File: src/rtl/mmu_client_port_pkg.sv
// Shared MMU widths and the response-path types used by the client port.
package mmu_client_port_pkg;

    localparam int REQ_ID_WIDTH        = 13;
    localparam int ALL_PAGE_IDX_WIDTH  = 16;
    localparam int REQ_SIZE_TYPE_WIDTH = 8;
    localparam int FAIL_REASON_WIDTH   = 3;

    typedef enum logic [1:0] {
        RSP_IDLE,
        RSP_POP_WAIT,
        RSP_HOLD
    } rsp_state_t;

    typedef struct packed {
        logic                          is_free;
        logic [REQ_ID_WIDTH-1:0]       id;
        logic [ALL_PAGE_IDX_WIDTH-1:0] page_idx;
        logic                          fail;
        logic [FAIL_REASON_WIDTH-1:0]  fail_reason;
    } rsp_t;

endpackage

File: src/rtl/mmu_client_port.sv
// Client-side adapter to the MMU: forwards alloc/free requests with a shared ID,
// bounds outstanding work and serialises alloc/free responses with a fair arbiter.
module mmu_client_port
    import mmu_client_port_pkg::*;
#(
    parameter int MAX_OUTSTANDING = 16
) (
    input  logic                           clk,
    input  logic                           rst_n,
    input  logic                           cli_req_valid,
    output logic                           cli_req_ready,
    input  logic                           cli_req_is_free,
    input  logic [ALL_PAGE_IDX_WIDTH-1:0]  cli_req_page_idx,
    input  logic [REQ_SIZE_TYPE_WIDTH-1:0] cli_req_page_count,
    output logic                           cli_rsp_valid,
    input  logic                           cli_rsp_ready,
    output logic                           cli_rsp_is_free,
    output logic [REQ_ID_WIDTH-1:0]        cli_rsp_id,
    output logic [ALL_PAGE_IDX_WIDTH-1:0]  cli_rsp_page_idx,
    output logic                           cli_rsp_fail,
    output logic [FAIL_REASON_WIDTH-1:0]   cli_rsp_fail_reason,
    output logic                           alloc_req_submit,
    output logic                           free_req_submit,
    output logic [REQ_ID_WIDTH-1:0]        mmu_req_id,
    output logic [ALL_PAGE_IDX_WIDTH-1:0]  mmu_req_page_idx,
    output logic [REQ_SIZE_TYPE_WIDTH-1:0] mmu_req_page_count,
    input  logic                           alloc_req_fifo_full,
    input  logic                           free_req_fifo_full,
    input  logic                           alloc_rsp_fifo_not_empty,
    input  logic                           free_rsp_fifo_not_empty,
    output logic                           alloc_rsp_pop,
    output logic                           free_rsp_pop,
    input  logic [REQ_ID_WIDTH-1:0]        alloc_rsp_id,
    input  logic [ALL_PAGE_IDX_WIDTH-1:0]  alloc_rsp_page_idx,
    input  logic                           alloc_rsp_fail,
    input  logic [FAIL_REASON_WIDTH-1:0]   alloc_rsp_fail_reason,
    input  logic [REQ_ID_WIDTH-1:0]        free_rsp_id,
    input  logic                           free_rsp_fail,
    input  logic [FAIL_REASON_WIDTH-1:0]   free_rsp_fail_reason
);

    localparam int OUT_W = $clog2(MAX_OUTSTANDING + 1);
    localparam logic [OUT_W-1:0] OUT_MAX = OUT_W'(MAX_OUTSTANDING);

    logic [REQ_ID_WIDTH-1:0] id_cnt;
    logic [OUT_W-1:0]        outstanding;
    logic                    sel_full;
    logic                    accept;
    logic                    rsp_hs;
    logic                    any_ne;
    logic                    pick_free;
    logic                    last_free;
    rsp_state_t              state;
    rsp_state_t              state_next;
    rsp_t                    rsp_q;

    // Combinational outputs are gated by rst_n so every output reads 0 during reset.
    assign sel_full           = cli_req_is_free ? free_req_fifo_full : alloc_req_fifo_full;
    assign cli_req_ready      = rst_n && (outstanding < OUT_MAX) && !sel_full;
    assign accept             = cli_req_valid && cli_req_ready;
    assign alloc_req_submit   = accept && !cli_req_is_free;
    assign free_req_submit    = accept && cli_req_is_free;
    assign mmu_req_id         = id_cnt;
    assign mmu_req_page_idx   = rst_n ? cli_req_page_idx : '0;
    assign mmu_req_page_count = rst_n ? cli_req_page_count : '0;
    assign rsp_hs             = cli_rsp_valid && cli_rsp_ready;

    // NOTE: sequential state uses <= so every flop samples pre-edge values.
    always_ff @(posedge clk or negedge rst_n) begin
        if (!rst_n) begin
            id_cnt      <= '0;
            outstanding <= '0;
        end else begin
            if (accept) id_cnt <= id_cnt + 1'b1;
            case ({accept, rsp_hs})
                2'b10:   outstanding <= outstanding + 1'b1;
                2'b01:   outstanding <= outstanding - 1'b1;
                default: outstanding <= outstanding;
            endcase
        end
    end

    // With both sources pending, serve the one not served last time.
    assign any_ne    = alloc_rsp_fifo_not_empty || free_rsp_fifo_not_empty;
    assign pick_free = (alloc_rsp_fifo_not_empty && free_rsp_fifo_not_empty)
                     ? !last_free : free_rsp_fifo_not_empty;

    always_ff @(posedge clk or negedge rst_n) begin
        if (!rst_n) state <= RSP_IDLE;
        else        state <= state_next;
    end

    always_comb begin
        // NOTE: default assignment first so no path leaves state_next unassigned (no latch).
        state_next = state;
        case (state)
            RSP_IDLE:     if (any_ne) state_next = RSP_POP_WAIT;
            RSP_POP_WAIT: state_next = RSP_HOLD;
            RSP_HOLD:     if (cli_rsp_ready) state_next = RSP_IDLE;
            default:      state_next = RSP_IDLE;
        endcase
    end

    always_comb begin
        alloc_rsp_pop = 1'b0;
        free_rsp_pop  = 1'b0;
        cli_rsp_valid = 1'b0;
        case (state)
            RSP_IDLE: begin
                alloc_rsp_pop = rst_n && any_ne && !pick_free;
                free_rsp_pop  = rst_n && any_ne && pick_free;
            end
            RSP_HOLD: cli_rsp_valid = 1'b1;
            default: ;
        endcase
    end

    // last_free doubles as the source of the response in flight; it resets to "free" so alloc wins first.
    always_ff @(posedge clk or negedge rst_n) begin
        if (!rst_n) begin
            last_free <= 1'b1;
            rsp_q     <= '0;
        end else begin
            if (state == RSP_IDLE && any_ne) last_free <= pick_free;
            if (state == RSP_POP_WAIT) begin
                if (last_free)
                    rsp_q <= '{is_free: 1'b1, id: free_rsp_id, page_idx: '0,
                               fail: free_rsp_fail, fail_reason: free_rsp_fail_reason};
                else
                    rsp_q <= '{is_free: 1'b0, id: alloc_rsp_id, page_idx: alloc_rsp_page_idx,
                               fail: alloc_rsp_fail, fail_reason: alloc_rsp_fail_reason};
            end
        end
    end

    assign cli_rsp_is_free     = rsp_q.is_free;
    assign cli_rsp_id          = rsp_q.id;
    assign cli_rsp_page_idx    = rsp_q.page_idx;
    assign cli_rsp_fail        = rsp_q.fail;
    assign cli_rsp_fail_reason = rsp_q.fail_reason;

endmodule

File: config.mk
export PLATFORM = sky130hd
export DESIGN_NAME = mmu_client_port
export DESIGN_NICKNAME = d
export VERILOG_FILES = /design/src/rtl/mmu_client_port_pkg.sv /design/src/rtl/mmu_client_port.sv
export SDC_FILE = /design/constraint.sdc
export NUM_CORES = 1
export LEC_CHECK = 0
export CAP_MARGIN = 5
export CORE_ASPECT_RATIO = 0.5
export CORE_MARGIN = 1
export CORE_UTILIZATION = 41
export CTS_CLUSTER_SIZE = 14
export DETAILED_ROUTE_END_ITERATION = 10
export GPL_TIMING_DRIVEN = 0
export HOLD_SLACK_MARGIN = 0.06
export PLACE_DENSITY = 0.86
export SETUP_SLACK_MARGIN = 0.2
export SYNTH_ARGS = -nofsm -noshare
export SYNTH_HDL_FRONTEND = slang
export SYNTH_SLANG_ARGS = --single-unit
export TNS_END_PERCENT = 1
File: constraint.sdc
create_clock -name clk -period 6.6 [get_ports clk]
set_input_delay 1.65 -clock clk [delete_from_list [all_inputs] [get_ports clk]]
set_output_delay 1.65 -clock clk [all_outputs]
set_load 0.01 [all_outputs]
Yosys cells after proc, flatten, opt, wreduce, memory -nomap -nowiden
Index checks and enable logic that the tools add are counted.
{"block": "op_classes", "add_sub_neg": 3, "n_mul": 0, "div_mod_pow": 0, "magnitude_cmp": 1, "eq_ne": 6, "n_shift": 0, "muxes": 12, "bitwise": 0, "reduce_logical": 19}
{"cell": "34-bit 2-to-1 mux", "n": 1}
{"cell": "16-bit 2-to-1 mux", "n": 1}
{"cell": "13-bit by 1-bit adder with 13-bit output, second input constant", "n": 1}
{"cell": "1-bit logical AND", "n": 11}
{"cell": "5-bit one-hot mux with 2 select lines", "n": 1}
{"cell": "8-bit 2-to-1 mux", "n": 1}
{"cell": "2-bit one-hot mux with 3 select lines", "n": 1}
{"cell": "5-bit by 1-bit adder with 5-bit output, second input constant", "n": 1}
{"cell": "5-bit < comparator, second input constant", "n": 1}
{"cell": "1-bit 2-to-1 mux", "n": 5}
{"cell": "5-bit by 1-bit subtractor with 5-bit output, second input constant", "n": 1}
{"cell": "2-bit by 1-bit == test with 1-bit output, second input constant", "n": 2}
{"cell": "2-bit == test, second input constant", "n": 2}
{"cell": "1-bit zero test", "n": 4}
{"cell": "2-bit 2-to-1 mux", "n": 2}
{"cell": "2-bit != test, second input constant", "n": 2}
{"cell": "2-bit zero test", "n": 1}
{"cell": "2-bit AND reduction", "n": 1}
{"cell": "2-bit nonzero test", "n": 1}
{"cell": "1-bit logical OR", "n": 1}
{"block": "totals", "register_bits": 55, "latch_bits": 0, "ram_bits": 0, "rom_bits": 0, "inputBits": 83, "output_inout_bits": 77, "elab_cells": 50, "memories": 0}

Logic depth before layout (Yosys ltp)
{"block": "depth", "word_depth": 6, "ltp_mapped": 12, "depth_no_buf": 10}

Least setup slack after synthesis
Ideal clock, no wire load.
{"block": "synth_timing", "kind": "input-to-output", "from": "input port cli_req_is_free", "to": "output port alloc_req_submit", "t_arrival_ns": 2.492, "required_time_ns": 4.950, "slack_ns": 2.458, "cell_stages": 4, "path_buffers": 0, "path_cell_list": "mux2_4 > nor2_1 > inv_1 > nor2_1"}
{"block": "synth_via", "elab_chain_cells": 5, "word_cells_on_any_way": 6, "classes_between": "mux (1); reduce/logical (5)"}
{"item": "start: declaration", "line": "mmu_client_port.sv:12", "rtl": "input logic cli_req_is_free,"}
{"item": "1-bit 2-to-1 mux", "line": "mmu_client_port.sv:58", "rtl": "assign sel_full = cli_req_is_free ? free_req_fifo_full : alloc_req_fifo_full;"}
{"item": "1-bit zero test", "line": "mmu_client_port.sv:59", "rtl": "assign cli_req_ready = rst_n && (outstanding < OUT_MAX) && !sel_full;"}
{"item": "1-bit logical AND", "line": "mmu_client_port.sv:59"}
{"item": "1-bit logical AND", "line": "mmu_client_port.sv:60", "rtl": "assign accept = cli_req_valid && cli_req_ready;"}
{"item": "1-bit logical AND *", "line": "mmu_client_port.sv:61", "rtl": "assign alloc_req_submit = accept && !cli_req_is_free;"}
{"item": "end: declaration", "line": "mmu_client_port.sv:22", "rtl": "output logic alloc_req_submit,"}
Mark *: on every way between the ends. The rest lies on a longest branch, timed or not.

Worst setup path after layout
{"block": "layout_timing", "from": "input port rst_n", "to": "output port alloc_req_submit"}
{"block": "layout_via", "elab_chain_cells": 4}
{"item": "start: declaration", "line": "mmu_client_port.sv:9", "rtl": "input logic rst_n,"}
{"item": "1-bit logical AND (2 in a row)", "line": "mmu_client_port.sv:59"}
{"item": "1-bit logical AND", "line": "mmu_client_port.sv:60"}
{"item": "1-bit logical AND", "line": "mmu_client_port.sv:61"}
No other way between the ends.

==> impl_results.md <==
* TritonCTS Buffers at 5
* Period minus WS final at 5.51 ns
* First-pass GRT wire length at ~13 mm
* Die area at 0.00701 mm^2
* P per Cell Area at 346 mW/mm^2
* Post-synthesis mux area share at around 8%
* Unrepaired setup endpoints after global routing: false
* Worst path buffer plus inverter count at 5
* Final Hold Viols at 0
* Mapped Nets at between 300 and 400
* Gr ovfl total at 0
* Critical-path maximum fanout at 40
* Req. time, crit path at ~5 ns
* Slowest-stage cell, CP: clkdlybuf4s50_1
* CTS tree: yes
* CTS sink cnt at 55
* Total Routed Length at 8.42 mm
* MaxCap Viol Count at 0
* Post-DP HPWL at roughly 6.4 mm
* Worst-path clk slew at 0.07 ns
* Worst skew pair latency at 0.29 ns
* Final TNS setup at 0 ns
* GRT Util Overall at 24.2%
* Core area at between 0.006 and 0.007 mm^2
* R2R Path Start: outstanding[4]
* Commonest non-fill, non-tap cells in the layout: clkdlybuf4s50_1 (158), dfrtp_1 (54), nand2_1 (39)
* Die height at 59.7 um
* Via density at a little under 5
* Layout fillers at 440
* Reg2Reg Capture Point: outstanding[4]
* PortBufs at 159
* Worst hold start: cli_rsp_page_idx[11]
* Status: finished, final reports clean
* Max stage delay on crit path at 0.54 ns
* Syn Inst Count at 275
* Post-synthesis cell area at 0.00273 mm^2
* Final slew viol count at 0
* Crit-path cells: buf_2 > buf_12 > clkbuf_2 > nand3b_1 > nor2_1 > inv_1 > nor2_1 > clkdlybuf4s50_1
* Post-CTS Hold Buffers at 0
* First drt pass iteration count at 4
* Crit end category: output pin
* CP Class: input port to output pin
* Max rail drop VDD at 0.161 mV
* Drt wl/cell at 15.8 um
* Hold Crit Endpoint: cli_rsp_page_idx[11]
* Antenna Violating Nets Remaining at 0
* Row count at 20
* Worst hold path class: flop to flop
* Number of diodes at 0
* Initial antenna violation count at 0
* Synth Area in XOR/XNOR at 5.77%
* Max_slew headroom at 63.2%
* Clock Skew at 0.00462 ns
* Layout cells sized above 1 at under 10%
* Yosys warns at 0
* Post-synthesis register bit count at 55
* Fmax achieved at 181 MHz
* Number of global-route vias before repair at 2726
* Final worst path period share at 83.5%
* Post-Synth Adder-Cell Area at 1.83%
* # setup viols final at 0
* Reg2Reg Depth at 11
* Lkg Pwr at 1.94 nW
* Root buf cell: clkbuf_16
* Residual DRC count at 0
* Syn Area/Cell at ~10 um^2
* Clock Tree Buf Depth at 2
* Synth Area in Compound Gates at 9.72%
* Slew at the pin closest to its max-slew limit at 0.551 ns
* Area growth, synth to finish at 68.3%
* H-tree Lvls at 2
* Sequential-to-total area share from yosys stat at 50.5%
* Crit path arrival time at 3.86 ns
* Startpoint Class: input port
* Post-CTS setup buffers at 0
* Netlist cell types at 37
* Register-to-Register Setup Slack at ~4 ns
* Initial Util at 43.6%
* Cell mode on critical path: nor2_1
* Largest net degree at the start of global routing at 41
* # IOs at 160
* Nets at roughly 530
* Via count at 2620
* Largest family of logic cells by synthesized area: simple AND/OR/NAND/NOR gates
* Power Total at 1.59 mW
* Post-CTS Resized at 0
* Worst hold path depth at 2
* Post-Synth Simple-Gate Area at around a fifth
* Die width at 117 um
* Initial drt markers at 84
* Top delay family on crit path: buffers and inverters
* RD Place Congestion at 0.805
* Most common cell after layout, fill and taps aside: clkdlybuf4s50_1
==> per-stage QoR <==
step / instance area (um^2) / setup WS [ns] / hold slack, ns / instances / util (%)
after floorplan: 2730 / 2.46 / 0.460 / 275 / -
after global routing: 4600 / 0.836 / 0.509 / 531 / 73.5
after CTS: 4600 / 1.06 / 0.485 / 531 / 73.5
after global placement: 4430 / -0.610 / 0.464 / 522 / 70.8
after detailed placement: 4450 / 1.06 / 0.469 / 523 / 71.1
final: 4600 / 1.09 / 0.478 / 531 / 73.5
==> worst max path at each step <==
stage / from / end / depth (start not counted)
global placement: rst_n / alloc_req_submit / 7
finish: rst_n / alloc_req_submit / 8
floorplan: cli_req_is_free / alloc_req_submit / 4
CTS: rst_n / alloc_req_submit / 8
detailed placement: rst_n / alloc_req_submit / 8
global route: rst_n / alloc_req_submit / 8
==> per-layer routing <==
layer	share of wire [%]	vias up	track usage [%]
met5	0	-	0
met1	41	1292	28.1
li1	-	1249	-
met2	54	69	47.3
met3	2.9	10	4.20
met4	1.4	0	7.24
==> power by group <==
| group | internal [mW] | leakage [nW] | switching (mW) |
|---|---|---|---|
| Clock | 0.143 | 0.0717 | 0.126 |
| Sequential | 0.464 | 0.698 | 0.0871 |
| Combinational | 0.396 | 1.18 | 0.373 |
| Total | 1.00 | 1.94 | 0.586 |
==> cells in the mapped netlist <==
| cell | count | share of area (%) |
|---|---|---|
| a211oi_1 | 1 | 0.28 |
| dfstp_2 | 1 | 0.96 |
| nor4b_1 | 1 | 0.32 |
| o21a_1 | 1 | 0.28 |
| xor2_1 | 6 | 1.9 |
| ha_1 | 4 | 1.8 |
| a21oi_1 | 3 | 0.55 |
| nand2_1 | 39 | 5.4 |
| a2111oi_2 | 1 | 0.55 |
| nor3_2 | 1 | 0.37 |
| clkbuf_2 | 1 | 0.18 |
| nand3b_1 | 2 | 0.55 |
| o2111a_1 | 1 | 0.41 |
| inv_1 | 6 | 0.82 |
| clkbuf_1 | 12 | 1.6 |
| mux2i_1 | 17 | 6.2 |
| a31oi_1 | 3 | 0.69 |
| o21ai_0 | 35 | 6.4 |
| or3_1 | 1 | 0.23 |
| nand4_1 | 4 | 0.92 |
| nand3_1 | 4 | 0.73 |
| buf_2 | 1 | 0.18 |
| and3_1 | 1 | 0.23 |
| nor3b_1 | 1 | 0.28 |
| dfrtp_1 | 54 | 49 |
| a21o_1 | 1 | 0.28 |
| nand2b_1 | 18 | 4.1 |
| or3b_1 | 1 | 0.32 |
| nor2_1 | 8 | 1.1 |
| nor3_1 | 1 | 0.18 |
| o31ai_1 | 1 | 0.28 |
| buf_6 | 1 | 0.41 |
| xnor2_1 | 12 | 3.8 |
| buf_4 | 1 | 0.28 |
| and2_1 | 26 | 6.0 |
| mux2_2 | 3 | 1.2 |
| mux2_4 | 1 | 0.55 |
==> registers in the layout, indices dropped and copies added, names as in the netlist <==
register and cells:
cli_rsp_fail 1, cli_rsp_fail_reason 3, cli_rsp_id 13, cli_rsp_is_free 1, cli_rsp_page_idx 16, last_free 1
mmu_req_id 13, outstanding 5, state 2
==> cell type report <==
class / instances / area, um^2 / share of cell area, %
sequential: 55 / 1380 / 30.0
buffer: 16 / 73.8 / 1.61
timing repair buffer: 160 / 1610 / 35.0
clock inverter: 3 / 23.8 / 0.517
multi-input combinational: 198 / 1260 / 27.3
tap: 88 / 110 / 2.40
clock buffer: 5 / 125 / 2.72
inverter: 6 / 22.5 / 0.490
==> tightest hold or removal path: stages (launching register included) <==
cell	delay, ns
dfrtp_1	0.34
nand2_1	0.05
o21ai_0	0.06
==> kinds of logic (layout without fill, tap and decap cells) <==
kind of cell	Yosys count	count (layout)
mux	21	21
compound gates	47	47
buf+inv	22	190
flops	55	55
fa+ha+maj	4	4
simple gates	108	108
xor+xnor	18	18
Power figures use the tool's default switching activity.
